**src/rtl/out_stream_checker_sync_fifo.sv**
```systemverilog
// sync_fifo: single-clock FIFO with first-word-fall-through read.
// Ports:
//   clk, rst      - clock, asynchronous active-high reset
//   flush         - empties the FIFO; overrides read/write that cycle
//   wr_en/wr_data - push request and data
//   rd_en         - pop request (ignored when empty)
//   rd_data       - head entry, 0 when empty
//   empty, full   - status derived from the registered pointers
//   wr_drop       - a push was refused because the FIFO was full
module sync_fifo #(
    parameter int DATA_W    = 8,
    parameter int LOG_DEPTH = 16
) (
    input  logic              clk,
    input  logic              rst,
    input  logic              flush,
    input  logic              wr_en,
    input  logic [DATA_W-1:0] wr_data,
    input  logic              rd_en,
    output logic [DATA_W-1:0] rd_data,
    output logic              empty,
    output logic              full,
    output logic              wr_drop
);

    localparam int AW = $clog2(LOG_DEPTH);
    localparam logic [AW:0] PTR_ONE = (AW+1)'(1);

    logic [AW:0]       wr_ptr_q, wr_ptr_d;
    logic [AW:0]       rd_ptr_q, rd_ptr_d;
    logic [DATA_W-1:0] mem_q [LOG_DEPTH];
    logic [DATA_W-1:0] mem_d [LOG_DEPTH];
    logic              do_rd, do_wr;

    // Extra pointer MSB distinguishes full from empty when the indices match.
    assign empty   = (wr_ptr_q == rd_ptr_q);
    assign full    = (wr_ptr_q[AW] != rd_ptr_q[AW]) &&
                     (wr_ptr_q[AW-1:0] == rd_ptr_q[AW-1:0]);
    assign rd_data = empty ? '0 : mem_q[rd_ptr_q[AW-1:0]];

    always_comb begin
        do_rd    = rd_en && !empty && !flush;
        // A pop in the same cycle frees the slot, so a full FIFO still accepts.
        do_wr    = wr_en && !flush && (!full || do_rd);
        wr_drop  = wr_en && !flush && full && !do_rd;
        wr_ptr_d = wr_ptr_q;
        rd_ptr_d = rd_ptr_q;
        mem_d    = mem_q;
        if (flush) begin
            wr_ptr_d = '0;
            rd_ptr_d = '0;
        end else begin
            if (do_wr) begin
                mem_d[wr_ptr_q[AW-1:0]] = wr_data;
                wr_ptr_d = wr_ptr_q + PTR_ONE;
            end
            if (do_rd) begin
                rd_ptr_d = rd_ptr_q + PTR_ONE;
            end
        end
    end

    always_ff @(posedge clk or posedge rst) begin
        if (rst) begin
            wr_ptr_q <= '0;
            rd_ptr_q <= '0;
            for (int unsigned i = 0; i < LOG_DEPTH; i++) begin
                mem_q[i] <= '0;
            end
        end else begin
            wr_ptr_q <= wr_ptr_d;
            rd_ptr_q <= rd_ptr_d;
            mem_q    <= mem_d;
        end
    end

endmodule

```
**config.mk**
```make
export PLATFORM = sky130hd
export DESIGN_NAME = sync_fifo
export DESIGN_NICKNAME = d
export VERILOG_FILES = /design/src/rtl/out_stream_checker_sync_fifo.sv
export SDC_FILE = /design/constraint.sdc
export NUM_CORES = 1
export LEC_CHECK = 0
export CAP_MARGIN = 0
export CELL_PAD_IN_SITES_DETAIL_PLACEMENT = 1
export CELL_PAD_IN_SITES_GLOBAL_PLACEMENT = 1
export CORE_ASPECT_RATIO = 2
export CORE_MARGIN = 10
export CORE_UTILIZATION = 52
export CTS_CLUSTER_SIZE = 24
export DETAILED_ROUTE_END_ITERATION = 7
export GPL_ROUTABILITY_DRIVEN = 1
export GPL_TIMING_DRIVEN = 0
export PLACE_DENSITY_LB_ADDON = 0.12
export SLEW_MARGIN = 20
export SYNTH_ARGS = -nofsm -noshare
export SYNTH_HDL_FRONTEND = slang
export SYNTH_SLANG_ARGS = --single-unit
```
**constraint.sdc**
```tcl
create_clock -name clk -period 4.7 [get_ports clk]
set_clock_uncertainty 0.2 [all_clocks]
set_input_delay 0.47 -clock clk [delete_from_list [all_inputs] [get_ports clk]]
set_output_delay 0.47 -clock clk [all_outputs]
set_load 0.02 [all_outputs]
```
==> results.cfg <==
[run_status]
outcome = finished, final reports clean

[cells_and_area]
final_util_pct = 61.5
fin_nets = 526
stdcell_area_um2 = 7770
layout-drive-gt1-share_pct = 41.1
antenna_cells = 0
nFillCells = 1202
area_delta_synth_final_pct = 15.1

[global_routing]
grt_pass1_wl_mm = 28.0
antenna_found_initial = 0
grt_max_degree = 112
grt_overflow = 0
track_usage_pct = 20.2
grt_pass1_vias = 4792

[die]
initial_core_util_pct = 53.4
num_rows = 58
dieArea_um2 = 18200
die_y_um = 181
die_w_um = 101
io_pins = 24
core-area_um2 = 12600

[worst_setup_path]
crit_top_cell = buf_2
cp_slowest_cell = clkbuf_1
cp_max_fo = 10
cp-end-kind = output port
critPathRequiredTime_ps = 4030
worstSetupStartpointType = flip-flop
critPathKind = reg2out
cp.arrival_ps = 3290
crit_path_max_incr_delay_ps = 660
path_cells = buf_2 -> buf_2 -> clkbuf_1 -> mux2_2 -> nand2_1 -> a21oi_1 -> clkdlybuf4s50_1

[cts]
post_cts_resized = 0
cts.clk_slew.worst_paths_ps = 70
htree_num_levels = 4
clkLatencyLatePin_ps = 420
cts_hold_buf = 0
cts_tree = built
numCtsBuffers = 17
cts_buffer_depth = 2
cts.sinks = 138
postCtsSetupBuffers = 0
cts_root_buf = clkbuf_16

[synth]
yosysWarningCount = 0
seq_area_frac_synth_pct = 51.2
syn_nets = 484
synth.top_cells.by_count = dfrtp_1, mux2_2, mux4_2
synth_top_area_share_pct = 51.2
synth.most_common_cell = dfrtp_1
yosys_register_bits = 138
synth_cell_types = 36
async_reset_ff_share_pct = 100
avgSynthCellArea_um2 = 14.5
netlist_area_um2 = 6750
yosys.area.top_type = dfrtp_1
syn_inst = 466
synth_area_leaders = dfrtp_1, mux2_2, mux4_2
synth_edf_count = 0
synthFlopType = dfrtp_1

[pwr]
worst_ir_drop_vdd_uv = 314
total_leakage_power_nw = 3.54
powerDensity_nw_per_um2 = 418

[route]
vias = 4109
drtIter0Drc = 130
postRouteAntennaNets = 0
drc_errors = 0
vias_per_cell = 6.12
wirelength_mm = 17.6
wl_per_cell_um = 26.2
dr.pass1.iters = 4

[timing]
worst_slew_pin_slew_ps = 918
maxSlewViolCount = 0
grt_setup_unrepaired = false
timing.slew.headroom_pct = 38.3
final_hold_viol_count = 0
period_needed_ps = 3960
setup_violations = 0
fmax_ghz = 0.252
finalCritPeriodShare_pct = 84.3

[placed_design]
port_buffers = 22
place_congestion = 0.846
place_area_um2 = 7190
dp_hpwl_mm = 12.2

[min_path]
hold_class = in2async

[run]
drv_cap = 0
[cell usage in the layout (no fill, tap or decap), types with 3 or more instances in the layout]
| cell type | Yosys | final |
|---|---|---|
| a211oi_1 | 4 | 4 |
| a21oi_1 | 12 | 12 |
| a221oi_1 | 6 | 6 |
| and2_1 | 3 | 3 |
| and3_1 | 8 | 8 |
| and4_1 | 3 | 3 |
| buf_2 | 17 | 17 |
| clkbuf_1 | 15 | 15 |
| clkbuf_16 | 0 | 17 |
| clkdlybuf4s50_1 | 0 | 22 |
| dfrtp_1 | 138 | 138 |
| ha_1 | 5 | 5 |
| inv_1 | 4 | 3 |
| inv_6 | 0 | 6 |
| inv_8 | 0 | 5 |
| mux2_1 | 9 | 9 |
| mux2_2 | 105 | 105 |
| mux2_4 | 21 | 21 |
| mux2i_1 | 15 | 15 |
| mux4_2 | 26 | 26 |
| nand2_1 | 13 | 13 |
| nand2b_1 | 4 | 4 |
| nor2_1 | 19 | 19 |
| nor2b_1 | 3 | 3 |
| o21ai_0 | 6 | 6 |
| xnor2_1 | 10 | 10 |
[flip-flops by register name, indices dropped and copies added, names as in the netlist]
signal and flops:
mem_q 128, rd_ptr_q 5, wr_ptr_q 5
[cell type report]
cell class              instances  area (um^2)  share of cell area [%]
flip-flops and latches        138         3450                    44.5
well taps                     150          188                    2.42
plain buffers                  36          168                    2.16
repair buffers                 23          248                    3.19
clock buffers                  17          425                    5.48
inverters                       4         22.5                   0.290
multi-input cells             288         3110                    40.1
clock inverters                15          151                    1.95
[worst paths after layout]
kind / from / to / slack [ps] / depth (start not counted)
min in group clk: mem_q[111]$_DFFE_PP0P_ / mem_q[111]$_DFFE_PP0P_ / 300 / 1
min: rst / mem_q[26]$_DFFE_PP0P_ / 190 / 2
max in group asynchronous: rst / mem_q[100]$_DFFE_PP0P_ / 3310 / 3
max reg2reg: wr_ptr_q[4]$_DFFE_PP0P_ / mem_q[121]$_DFFE_PP0P_ / 2130 / 4
max: rd_ptr_q[1]$_DFFE_PP0P_ / rd_data[6] / 740 / 7
min reg2reg: mem_q[111]$_DFFE_PP0P_ / mem_q[111]$_DFFE_PP0P_ / 300 / 1
[through the flow]
step,setup TNS [ps],hold slack [ps],setup WS (ps),cells,total power [mW]
finish,0,186,736,671,3.25
global placement,-182720,264,-1340,638,1.94
floorplan,0,252,334,466,1.75
global route,0,209,581,671,3.38
CTS,0,192,680,671,3.28
detailed placement,0,281,1190,639,1.97
[where the power goes]
part           switching (mW)  total [mW]  internal [mW]
Combinational           0.320       0.608          0.288
Sequential             0.0575        1.34           1.28
Clock                   0.596        1.30          0.707
Total                   0.973        3.25           2.28
[kinds of logic (layout without fill, tap and decap cells)]
kind of cell | count (synthesis) | in the layout | synth area share (%)
buffers and inverters | 40 | 95 | 2.71
adder cells (fa/ha/maj) | 5 | 5 | 0.927
AO/OA/AOI/OAI | 31 | 31 | 3.13
multiplexers | 176 | 176 | 34.6
AND/OR/NAND/NOR | 64 | 64 | 5.66
XOR/XNOR | 12 | 12 | 1.78
flip-flops | 138 | 138 | 51.2
[metal layers]
| layer | routed length, um | track usage [%] |
|---|---|---|
| met3 | 532 | 3.78 |
| met1 | 6630 | 22.6 |
| met4 | 529 | 8.07 |
| met2 | 9890 | 36.0 |
| met5 | 0 | 0 |
[critical path, delay by kind of cell, from the launching register on]
family,cells,cell delay (ps)
DFF,1,340
buffers and inverters,4,1900
muxes,1,320
and+or+nand+nor,1,60
AOI/OAI and AO/OA,1,240
(Power assumes the default switching activity.)
